`src/rtl/mux_arb_pkg.sv`:
```
// Shared types and helpers for the 4-source round-robin mux scheduler.
package mux_arb_pkg;

  localparam int NUM_SRC = 4;
  localparam int SEL_W   = 2;

  typedef enum logic [0:0] {
    IDLE  = 1'b0,
    GRANT = 1'b1
  } state_e;

  // Index of the set bit in a one-hot vector; zero vector maps to index 0.
  function automatic logic [SEL_W-1:0] rr_onehot2idx(input logic [NUM_SRC-1:0] oh);
    logic [SEL_W-1:0] idx;
    idx = '0;
    for (int i = 0; i < NUM_SRC; i++) begin
      if (oh[i]) idx = idx | SEL_W'(i);
    end
    return idx;
  endfunction

endpackage

```
`src/rtl/rr_pick.sv`:
```
// Combinational round-robin picker: first set request scanning ptr, ptr+1, .. mod 4.
module rr_pick
  import mux_arb_pkg::*;
(
  input  logic [NUM_SRC-1:0] req,
  input  logic [SEL_W-1:0]   ptr,
  output logic [SEL_W-1:0]   idx,
  output logic               any
);

  logic [2*NUM_SRC-1:0] req_dbl;
  logic [NUM_SRC-1:0]   rot;
  logic [NUM_SRC-1:0]   first_oh;

  // Rotate so the pointer position lands at bit 0, then isolate the lowest set bit.
  assign req_dbl  = {req, req};
  assign rot      = req_dbl[ptr +: NUM_SRC];
  assign first_oh = rot & (~rot + 1'b1);
  assign idx      = ptr + rr_onehot2idx(first_oh);
  assign any      = |req;

endmodule

```
`src/rtl/mux_rr_scheduler.sv`:
```
// Round-robin owner of a 4-way mux: grant 1 cycle after req, one idle bubble between grants,
// out_ready low stalls the grant; ARB_LOCK_EN lets the owner hold past the beat quota.
module mux_rr_scheduler
  import mux_arb_pkg::*;
#(
  parameter  int HOLD_MAX = 4,
  localparam int CNT_W    = $clog2(HOLD_MAX + 1)
) (
  input  logic               clk,
  input  logic               rst,
  input  logic [NUM_SRC-1:0] req,
  input  logic               out_ready,
  input  logic               lock,
  output logic [SEL_W-1:0]   sel,
  output logic               mux_en,
  output logic [NUM_SRC-1:0] gnt,
  output logic [CNT_W-1:0]   beat_cnt
);

  localparam logic [CNT_W-1:0] CNT_LAST = CNT_W'(HOLD_MAX - 1);
  localparam logic [CNT_W-1:0] CNT_MAX  = CNT_W'(HOLD_MAX);

  state_e             state_q, state_d;
  logic [SEL_W-1:0]   ptr_q, ptr_d;
  logic [SEL_W-1:0]   sel_q, sel_d;
  logic [NUM_SRC-1:0] gnt_q, gnt_d;
  logic               mux_en_q, mux_en_d;
  logic [CNT_W-1:0]   beat_cnt_q, beat_cnt_d;

  logic [SEL_W-1:0]   pick_idx;
  logic               pick_any;
  logic               lock_eff;
  logic               beat;
  logic               release_grant;

  rr_pick u_pick (
    .req (req),
    .ptr (ptr_q),
    .idx (pick_idx),
    .any (pick_any)
  );

`ifdef ARB_LOCK_EN
  assign lock_eff = lock;
`else
  logic unused_lock;
  assign unused_lock = lock;
  assign lock_eff    = 1'b0;
`endif

  assign beat = mux_en_q & out_ready;

  always_comb begin
    state_d       = state_q;
    ptr_d         = ptr_q;
    sel_d         = sel_q;
    gnt_d         = gnt_q;
    mux_en_d      = mux_en_q;
    beat_cnt_d    = beat_cnt_q;
    release_grant = 1'b0;

    case (state_q)
      IDLE: begin
        if (pick_any) begin
          state_d    = GRANT;
          sel_d      = pick_idx;
          gnt_d      = NUM_SRC'(1) << pick_idx;
          mux_en_d   = 1'b1;
          beat_cnt_d = '0;
        end
      end
      GRANT: begin
        // A dropped request ends the grant without counting the beat.
        if (!req[sel_q]) begin
          release_grant = 1'b1;
        end else if (beat) begin
          if ((beat_cnt_q >= CNT_LAST) && !lock_eff) begin
            release_grant = 1'b1;
          end else if (beat_cnt_q != CNT_MAX) begin
            beat_cnt_d = beat_cnt_q + 1'b1;
          end
        end
        if (release_grant) begin
          state_d    = IDLE;
          gnt_d      = '0;
          mux_en_d   = 1'b0;
          beat_cnt_d = '0;
          ptr_d      = sel_q + 1'b1;
        end
      end
      default: begin
        state_d = IDLE;
      end
    endcase
  end

  always_ff @(posedge clk) begin
    if (rst) begin
      state_q    <= IDLE;
      ptr_q      <= '0;
      sel_q      <= '0;
      gnt_q      <= '0;
      mux_en_q   <= 1'b0;
      beat_cnt_q <= '0;
    end else begin
      state_q    <= state_d;
      ptr_q      <= ptr_d;
      sel_q      <= sel_d;
      gnt_q      <= gnt_d;
      mux_en_q   <= mux_en_d;
      beat_cnt_q <= beat_cnt_d;
    end
  end

  assign sel      = sel_q;
  assign mux_en   = mux_en_q;
  assign gnt      = gnt_q;
  assign beat_cnt = beat_cnt_q;

endmodule

```
`config.mk`:
```
export PLATFORM = sky130hd
export DESIGN_NAME = mux_rr_scheduler
export DESIGN_NICKNAME = d
export VERILOG_FILES = /design/src/rtl/mux_arb_pkg.sv /design/src/rtl/rr_pick.sv /design/src/rtl/mux_rr_scheduler.sv
export SDC_FILE = /design/constraint.sdc
export NUM_CORES = 1
export LEC_CHECK = 0
export CAP_MARGIN = 40
export CORE_MARGIN = 2
export CORE_UTILIZATION = 48
export DETAILED_ROUTE_END_ITERATION = 8
export PLACE_DENSITY = 0.76
export SETUP_SLACK_MARGIN = 0.1
export SKIP_LAST_GASP = 1
export SYNTH_ARGS = -nofsm -noshare
export SYNTH_HDL_FRONTEND = slang
export SYNTH_HIERARCHICAL = 1
export SYNTH_SLANG_ARGS = --single-unit
```
`constraint.sdc`:
```
create_clock -name clk -period 2.53 [get_ports clk]
set_clock_uncertainty 0.15 [all_clocks]
set_input_delay 0.759 -clock clk [delete_from_list [all_inputs] [get_ports clk]]
set_output_delay 0.759 -clock clk [all_outputs]
set_load 0.01 [all_outputs]
```
Word level (Yosys, flattened, before mapping):

Index checks and enable logic that the tools add are counted.

* register bits: 13
* logic and storage cells: 55
* output and inout bits: 10
* bits of input ports: 8

* $add $sub $neg: 4
* shift operators: 2
* equal/unequal tests: 7
* magnitude comparators: 2
* bitwise logic cells: 4
* mux-type cells: 25
* reduce and logical (&&, ||, !) cells: 5

Operators with widths (count)
* two-way mux 3 bit: 6
* two-way mux 1 bit: 10
* inequality test 3 x 1 -> 1 bit (second input constant): 3
* two-way mux 4 bit: 2
* one-hot mux 4 bit (2 select lines): 1
* indexed part select 8 x 3 -> 4 bit: 1
* one-hot mux 3 bit (2 select lines): 1
* AND reduction 2 bit: 3
* AND reduction 5 bit: 1
* adder 4 x 1 -> 4 bit (second input constant): 1
* bitwise AND 4 bit: 1
* two-way mux 2 bit: 2
* NOT 4 bit: 1
* one-hot mux 1 bit (2 select lines): 2
* OR reduction 4 bit: 1
* << shifter 1 x 2 -> 4 bit (first input constant): 1
* adder 3 x 1 -> 3 bit (second input constant): 1
* >= comparator 3 x 2 -> 1 bit (second input constant): 1
* less-than comparator 2 x 3 -> 1 bit (second input constant): 1
* inequality test 3 x 2 -> 1 bit (second input constant): 1
* inequality test 3 bit (second input constant): 1
* adder 2 x 1 -> 2 bit (second input constant): 1
* adder 2 bit: 1
* binary-select mux 1 bit (select 2 bit): 1
* other kinds (4): 4

Logic depth before layout (Yosys ltp):

Gate-level depths: netlist (run 1).

* depth after elaboration: 11
* gate-level depth with buffers: 10
* mapped depth without buffers: 9

Cells and area by module:

The synthesis (run 1) kept the hierarchy.

By module, submodules not included
* mux_rr_scheduler: seq. area each 260.2 sq um, area each 629.4 sq um, times used 1, cells an instance 63
* rr_pick: seq. area each 0.0 sq um, area each 190.2 sq um, times used 1, cells an instance 27

Worst setup path before layout (run 1):

Ideal clock, no wire load.

* path type: input to register
* start point: input req[3]
* end point: register gnt_q[1], in the netlist gnt[1]
* stages on the path: 9
* library setup time: 117 ps
* setup slack: 227 ps
* data required time: 2263 ps
* buffers on the path: 0
* data arrival time: 2036 ps
* path through: nand2b_1 o221ai_1 o21ai_1 o221ai_1 ha_1 xor2_1 xnor2_1 inv_1 a32o_1

* word-level cells in the longest chain between the ends: 11
* elaborated cells on any way between the ends: 19
* those cells by class: add/sub: 2; eq/ne: 2; shift: 2; mux: 9; bitwise: 2; reduce/logical: 2

Ends and longest elaborated chain
* from (decl): line mux_rr_scheduler.sv:11 `input logic [NUM_SRC-1:0] req,`
* indexed part select 8 x 3 -> 4 bit *: line rr_pick.sv:17 `assign rot = req_dbl[ptr +: NUM_SRC];`
* NOT 4 bit: line rr_pick.sv:18 `assign first_oh = rot & (~rot + 1'b1);`
* adder 4 x 1 -> 4 bit: line rr_pick.sv:18
* bitwise AND 4 bit *: line rr_pick.sv:18
* two-way mux 1 bit: line mux_arb_pkg.sv:17 `if (oh[i]) idx = idx | SEL_W'(i);`
* two-way mux 2 bit: line mux_arb_pkg.sv:17
* two-way mux 2 bit *: line mux_arb_pkg.sv:17
* adder 2 bit *: line rr_pick.sv:19 `assign idx = ptr + rr_onehot2idx(first_oh);`
* net pick_idx[1]: line mux_rr_scheduler.sv:30 `logic [SEL_W-1:0] pick_idx;`
* << shifter 1 x 2 -> 4 bit *: line mux_rr_scheduler.sv:67 `gnt_d = NUM_SRC'(1) << pick_idx;`
* two-way mux 4 bit *: line mux_rr_scheduler.sv:64 `if (pick_any) begin`
* one-hot mux 4 bit (2 select lines) *: line mux_rr_scheduler.sv:62 `case (state_q)`
* to (signal assigned): line mux_rr_scheduler.sv:109 `gnt_q <= gnt_d;`
* to (decl): line mux_rr_scheduler.sv:26 `logic [NUM_SRC-1:0] gnt_q, gnt_d;`

The timed path passes the listed nets; every way through them passes the cells marked *. The select of a mux whose other input is x is not followed.
A chain may end at the register's enable or synchronous reset.

Final worst setup path (run 1):

* start point: register ptr_q[0]
* end point: register gnt_q[1], in the netlist gnt[1]

* word-level cells in the longest chain between the ends: 11

Ends and longest elaborated chain
* from (decl): line mux_rr_scheduler.sv:24 `logic [SEL_W-1:0] ptr_q, ptr_d;`
* from (signal assigned): line mux_rr_scheduler.sv:107 `ptr_q <= ptr_d;`
* indexed part select 8 x 3 -> 4 bit: line rr_pick.sv:17
* NOT 4 bit: line rr_pick.sv:18
* adder 4 x 1 -> 4 bit: line rr_pick.sv:18
* bitwise AND 4 bit: line rr_pick.sv:18
* two-way mux 1 bit: line mux_arb_pkg.sv:17
* two-way mux 2 bit (2 in series): line mux_arb_pkg.sv:17
* adder 2 bit *: line rr_pick.sv:19
* net pick_idx[1]: line mux_rr_scheduler.sv:30
* << shifter 1 x 2 -> 4 bit *: line mux_rr_scheduler.sv:67
* two-way mux 4 bit *: line mux_rr_scheduler.sv:64
* one-hot mux 4 bit (2 select lines) *: line mux_rr_scheduler.sv:62

Marks and branches as above.

==> results.cfg, run 1 <==
[run_status]
status = finished clean

[detailed_routing]
top_layer = met4
dr.first_iter.drc_count = 20
dr_total_vias = 776
routed_via_density = 5.79
wl_met3_um = 59
postRouteAntennaNets = 0
wl_met1_um = 877
dr.pass1.iters = 4
wl_per_cell_um = 13.8
drcViolationCount = 0
routed_wl_mm = 1.85
met2_length_um = 847

[logic_synthesis]
syn_area_per_cell_um2 = 9.11
synth_cell_types = 35
ys_warn_count = 6
ys_ff_latch = 13
synth_nets = 102
syn_inst = 90
syn_area_um2 = 820
ys_seq_area_share_pct = 31.8

[pwr]
pwr-share-seq_pct = 43.1
clockPowerShare_pct = 21.6
pwr_density_cell_nw_per_um2 = 564
comb_power_share_pct = 35.3
p_leak_nw = 0.431
total_power_mw = 0.604
p_sw_mw = 0.197
irDropWorstVdd_mv = 0.482
switching_share_pct = 32.7
internal-power_mw = 0.406

[sta]
setup_tns_ns = 0
tightest_slew_ns = 0.396
rsz0062_at_grt = no
relSlewSlack_pct = 73.6
finalHoldViolations = 0
fin_ws_ns = 0.222
fmax_mhz = 433
setup_viol = 0
finalMaxSlewViolations = 0
period_share_pct = 91.2
period_needed_ns = 2.31

[flow_run]
max-cap-violations = 0

[cells_and_area]
nNetsFinal = 131
fin_util_pct = 68.7
finalInstanceArea_um2 = 1070
diodes = 0
area_delta_synth_final_pct = 30.7
drive_gt1_share_pct = 27.1

[placement]
port_buffers = 16
place_ws_ns = -0.361
hpwl_mm = 1.34
place_area_um2 = 1060
finalWeightedCongestion = 0.783

[global_route]
overflow = 0
grt_pass1_wl_mm = 2.90
grt_usage_pct = 20.3
grt_max_degree = 13
antenna_found_initial = 0
grt_pass1_vias = 666

[hold_path]
worstHoldPathType = flop to flop
hold_start = gnt[3]$_SDFFE_PP0P_

[clock_tree]
clkSlewWorstSetupHoldPaths_ns = 0.08
cts_buffers = 3
clk-insertion-delay-late_ns = 0.28
post_cts_buffers = 0
clock_sinks = 13
clockBufferDepth = 2
cts-root-buf = clkbuf_4
h-tree-depth = 1
tritoncts = yes

[floorplanning]
io_pins = 18
rows = 14
die_area_um2 = 2050
die_x_um = 45.3
coreArea_um2 = 1560
start_util_pct = 52.6
die_y_um = 45.3

[setup_path]
worst-path-max-fanout = 12
required_ns = 2.55
cp-end-kind = flop
startpoint = ptr_q[0]$_SDFFE_PP0P_
path_class = flop to flop
r2r_start = ptr_q[0]$_SDFFE_PP0P_
arrival_ns = 2.33
startpoint_type = flop
worst max-delay path, cell delays in order (launching register included):
cell and delay, ns:
dfxtp_1 0.57, nand2b_1 0.16, o22ai_1 0.08, o21ai_1 0.21
o221ai_2 0.13, ha_2 0.20, xor2_1 0.15, xnor2_1 0.22
inv_1 0.09, a32o_1 0.25
path summary, 6_finish.rpt:
| kind | end | slack [ns] | cells after the start |
|---|---|---|---|
| worst min-delay path | gnt[3]$_SDFFE_PP0P_ | 0.32 | 1 |
| worst min register to register | gnt[3]$_SDFFE_PP0P_ | 0.32 | 1 |
| worst max-delay path | gnt[1]$_SDFFE_PP0P_ | 0.22 | 9 |
| worst max register to register | gnt[1]$_SDFFE_PP0P_ | 0.22 | 9 |
cell usage after synthesis:
cell type,n,area share (%)
nor3_1,1,0.61
a22o_1,5,5.3
mux4_2,1,2.7
xnor2_1,2,2.1
nor2_1,6,2.7
buf_4,2,1.8
o21ai_1,1,0.61
ha_1,4,6.1
inv_1,7,3.2
o31ai_2,1,1.5
mux2_2,2,2.7
dfxtp_1,13,32
a311oi_1,2,2.1
o211ai_1,1,0.92
nor4b_1,1,1.1
nand2b_1,5,3.8
nor2b_1,1,0.76
nand2_1,10,4.6
o21ai_0,2,1.2
a21oi_1,5,3.1
o22ai_1,1,0.76
xor2_1,1,1.1
buf_6,1,1.4
a2111oi_2,1,1.8
o21ai_2,1,1.1
a211oi_2,2,3.1
a32o_1,2,2.4
a211oi_1,1,0.92
nor4_2,1,1.5
and2b_2,1,1.1
o221ai_1,2,2.1
mux2i_1,1,1.2
a21oi_2,1,1.1
or3_1,1,0.76
or2_2,1,0.76
sequential cells by signal, indices dropped and copies added, names as in the netlist:
signal	count
beat_cnt	3
gnt	4
mux_en	1
ptr_q	2
sel	2
state_q	1
cell type report:
class                      count  area (um2)
clock buffer                   4        26.3
tap                           16        20.0
multi-input combinational     67         515
timing repair buffer          27         223
inverter                       7        26.3
sequential                    13         260
fill                         133         488
what timing repair did:
item / CTS / global route
endpoints found under the setup margin: 9 / 5
gates resized for setup: 4 / 10
hold buffers: 0 / 0
pin swaps: 1 / 2
power groups by stage:
stage | logic (mW) | registers, mW | clock network, mW
after floorplan | 0.117 | 0.259 | 0
after global placement | 0.205 | 0.262 | 0
after detailed placement | 0.209 | 0.264 | 0
after CTS | 0.211 | 0.259 | 0.131
after global routing | 0.232 | 0.264 | 0.142
final | 0.213 | 0.260 | 0.131
per-layer routing:
metal	up-vias	GRT usage [%]
met4	0	15.9
met5	-	0
met2	20	30.3
li1	389	-
met1	361	25.2
met3	6	4.40
metrics by stage:
stage,hold WS [ns],std cells
after floorplan,0.356,90
after global placement,0.300,130
after detailed placement,0.312,130
after CTS,0.322,134
after global routing,0.349,134
final,0.318,134
cell usage in the layout (no fill, tap or decap), types with 3 or more instances in the layout:
cell type,count
a22o_1,5
nand2b_1,5
buf_4,11
ha_1,3
clkdlybuf4s50_1,12
nor2_1,6
clkbuf_4,3
clkbuf_2,4
nand2_1,10
a21oi_1,5
dfxtp_1,13
inv_1,7
cells by family (layout without fill, tap and decap cells):
logic type | count (synthesis) | in the layout | share of synthesized area, %
fa+ha+maj | 4 | 4 | 6.11
xor+xnor | 3 | 3 | 3.21
buf+inv | 10 | 38 | 6.41
simple gates | 28 | 28 | 17.7
mux | 4 | 4 | 6.72
compound gates | 28 | 28 | 28.1
flops | 13 | 13 | 31.8
Power figures use the tool's default switching activity.
==> run 2, diff against run 1 <==
==> constraint.sdc (replaced) <==
create_clock -name clk -period 2.53 [get_ports clk]
set_clock_uncertainty 0.15 [all_clocks]
set_input_delay 0.506 -clock clk [delete_from_list [all_inputs] [get_ports clk]]
set_output_delay 0.506 -clock clk [all_outputs]
set_load 0.01 [all_outputs]
==> run 2 against run 1 <==
Worst hold slack improved by 0.0077 ns. Critical endpoint unchanged. Critical path depth decreased by 1. Fmax increased by 0.37%. Highest routed layer unchanged. Final area unchanged. First-iteration DRC count increased by 50%. Register-to-register slack improved by 0.11 ns. Flip-flop and latch count unchanged. Power decreased by 2.7%. Largest power group unchanged. Non-clock buffer count decreased by 3. Clock power about the same. Die area unchanged. Sequential share of layout area unchanged.
==> results.cfg, run 2 (synthesized netlist as in run 1, its figures left out) <==
[clock_tree]
post_cts_buffers = 0
cts_buffers = 3
clockBufferDepth = 2
ctsHoldBuffers = 0
clock_sinks = 13
tritoncts = yes
cts-root-buf = clkbuf_4
h-tree-depth = 1
clk-insertion-delay-late_ns = 0.28
clkSlewWorstSetupHoldPaths_ns = 0.08

[detailed_routing]
routed_wl_mm = 1.65
dr.pass1.iters = 6
postRouteAntennaNets = 0
dr_total_vias = 754
wl_per_cell_um = 12.6
routed_via_density = 5.76
dr.first_iter.drc_count = 30
drcViolationCount = 0

[pwr]
total_power_mw = 0.587
p_leak_nw = 0.436
pwr_density_cell_nw_per_um2 = 548
irDropWorstVdd_mv = 0.364

[setup_path]
arrival_ns = 2.32
crit_chain = clkdlybuf4s50_1 -> buf_4 -> nand2b_1 -> a2111oi_2 -> a211oi_2 -> xnor2_1 -> inv_1 -> a32o_1
reg2reg_setup_slack_ns = 0.33
path_class = primary input to flop
cp-end-kind = flop
critPathMaxStageDelay_ns = 0.47
startpoint_type = primary input
worst-path-max-fanout = 4
required_ns = 2.55
critical_path.slowest_cell = clkdlybuf4s50_1

[floorplanning]
start_util_pct = 52.6
die_area_um2 = 2050
io_pins = 18
die_x_um = 45.3
rows = 14
coreArea_um2 = 1560
die_y_um = 45.3

[flow_run]
max-cap-violations = 0

[run_status]
status = finished clean

[sta]
finalMaxSlewViolations = 0
setup_tns_ns = 0
rsz0062_at_grt = no
period_needed_ns = 2.30
finalHoldViolations = 0
period_share_pct = 90.9
tightest_slew_ns = 0.444
setup_viol = 0
hold_slack_ns = 0.326
fin_ws_ns = 0.230
relSlewSlack_pct = 70.3
fmax_mhz = 435

[hold_path]
worstHoldPathType = flop to flop

[placement]
port_buffers = 16
place_area_um2 = 1030
hpwl_mm = 1.26
place_ws_ns = -0.115
placedCellCount = 127
finalWeightedCongestion = 0.790

[cells_and_area]
diodes = 0
nNetsFinal = 128
area_delta_synth_final_pct = 30.7
largest_reg_flops = 4
nFillCells = 123
multi_input_area_um2 = 513
fin_util_pct = 68.7
drive_gt1_share_pct = 20.9
layout_commonest_cell = clkdlybuf4s50_1
regArea_um2 = 260
final_cell_mix = clkdlybuf4s50_1 (14), dfxtp_1 (13), nand2_1 (10)
finalInstanceArea_um2 = 1070
stdcell_count = 131

[global_route]
antenna_found_initial = 0
grt_usage_pct = 18.4
grt_max_degree = 13
grt_pass1_wl_mm = 2.65
grt_pass1_vias = 654
overflow = 0
==> run 2: cell count changes in the layout (fill, tap and decap cells not counted), moves of 2 or more <==
cell             change
dlymetal6s2s_1       +2
buf_4                -3
clkbuf_2             -4
clkdlybuf4s50_1      +2
==> run 2: final cells by class <==
type                    count  share of cell area [%]
multi-input cells          67                    47.9
flip-flops and latches     13                    24.3
repair buffers             24                    21.0
clock buffers               4                    2.45
inverters                   7                    2.45
well taps                  16                    1.87
==> run 2: layer usage <==
| layer | up-vias | global-route usage [%] | share of wire [%] |
|---|---|---|---|
| li1 | 388 | - | - |
| met1 | 344 | 23.6 | 48 |
| met2 | 18 | 27.7 | 44 |
| met3 | 4 | 3.60 | 5.1 |
| met4 | 0 | 12.4 | 2.5 |
| met5 | - | 0 | 0 |
==> run 2: repair_timing <==
| item | in CTS | in global routing |
|---|---|---|
| setup endpoints to repair | 0 | 4 |
| endpoints found under the hold margin | 0 | 0 |
| gates resized for setup | 0 | 3 |
==> run 2: where the power goes <==
| part | total (mW) | internal (mW) | switching [mW] |
|---|---|---|---|
| clock network | 0.128 | 0.0612 | 0.0671 |
| logic | 0.200 | 0.112 | 0.0883 |
| registers | 0.259 | 0.228 | 0.0313 |
==> run 2: final timing paths <==
check,start,end,cells past startpoint
max,req[2],gnt[1]$_SDFFE_PP0P_,8
min,gnt[3]$_SDFFE_PP0P_,gnt[3]$_SDFFE_PP0P_,1
max reg2reg,ptr_q[0]$_SDFFE_PP0P_,gnt[3]$_SDFFE_PP0P_,9
min reg2reg,gnt[3]$_SDFFE_PP0P_,gnt[3]$_SDFFE_PP0P_,1
==> run 2: critical path: cells and delay by family <==
kind / cells / cell delay [ns]
buffers and inverters: 3 / 0.73
AO/OA/AOI/OAI: 3 / 0.72
XOR/XNOR: 1 / 0.22
AND/OR/NAND/NOR: 1 / 0.14
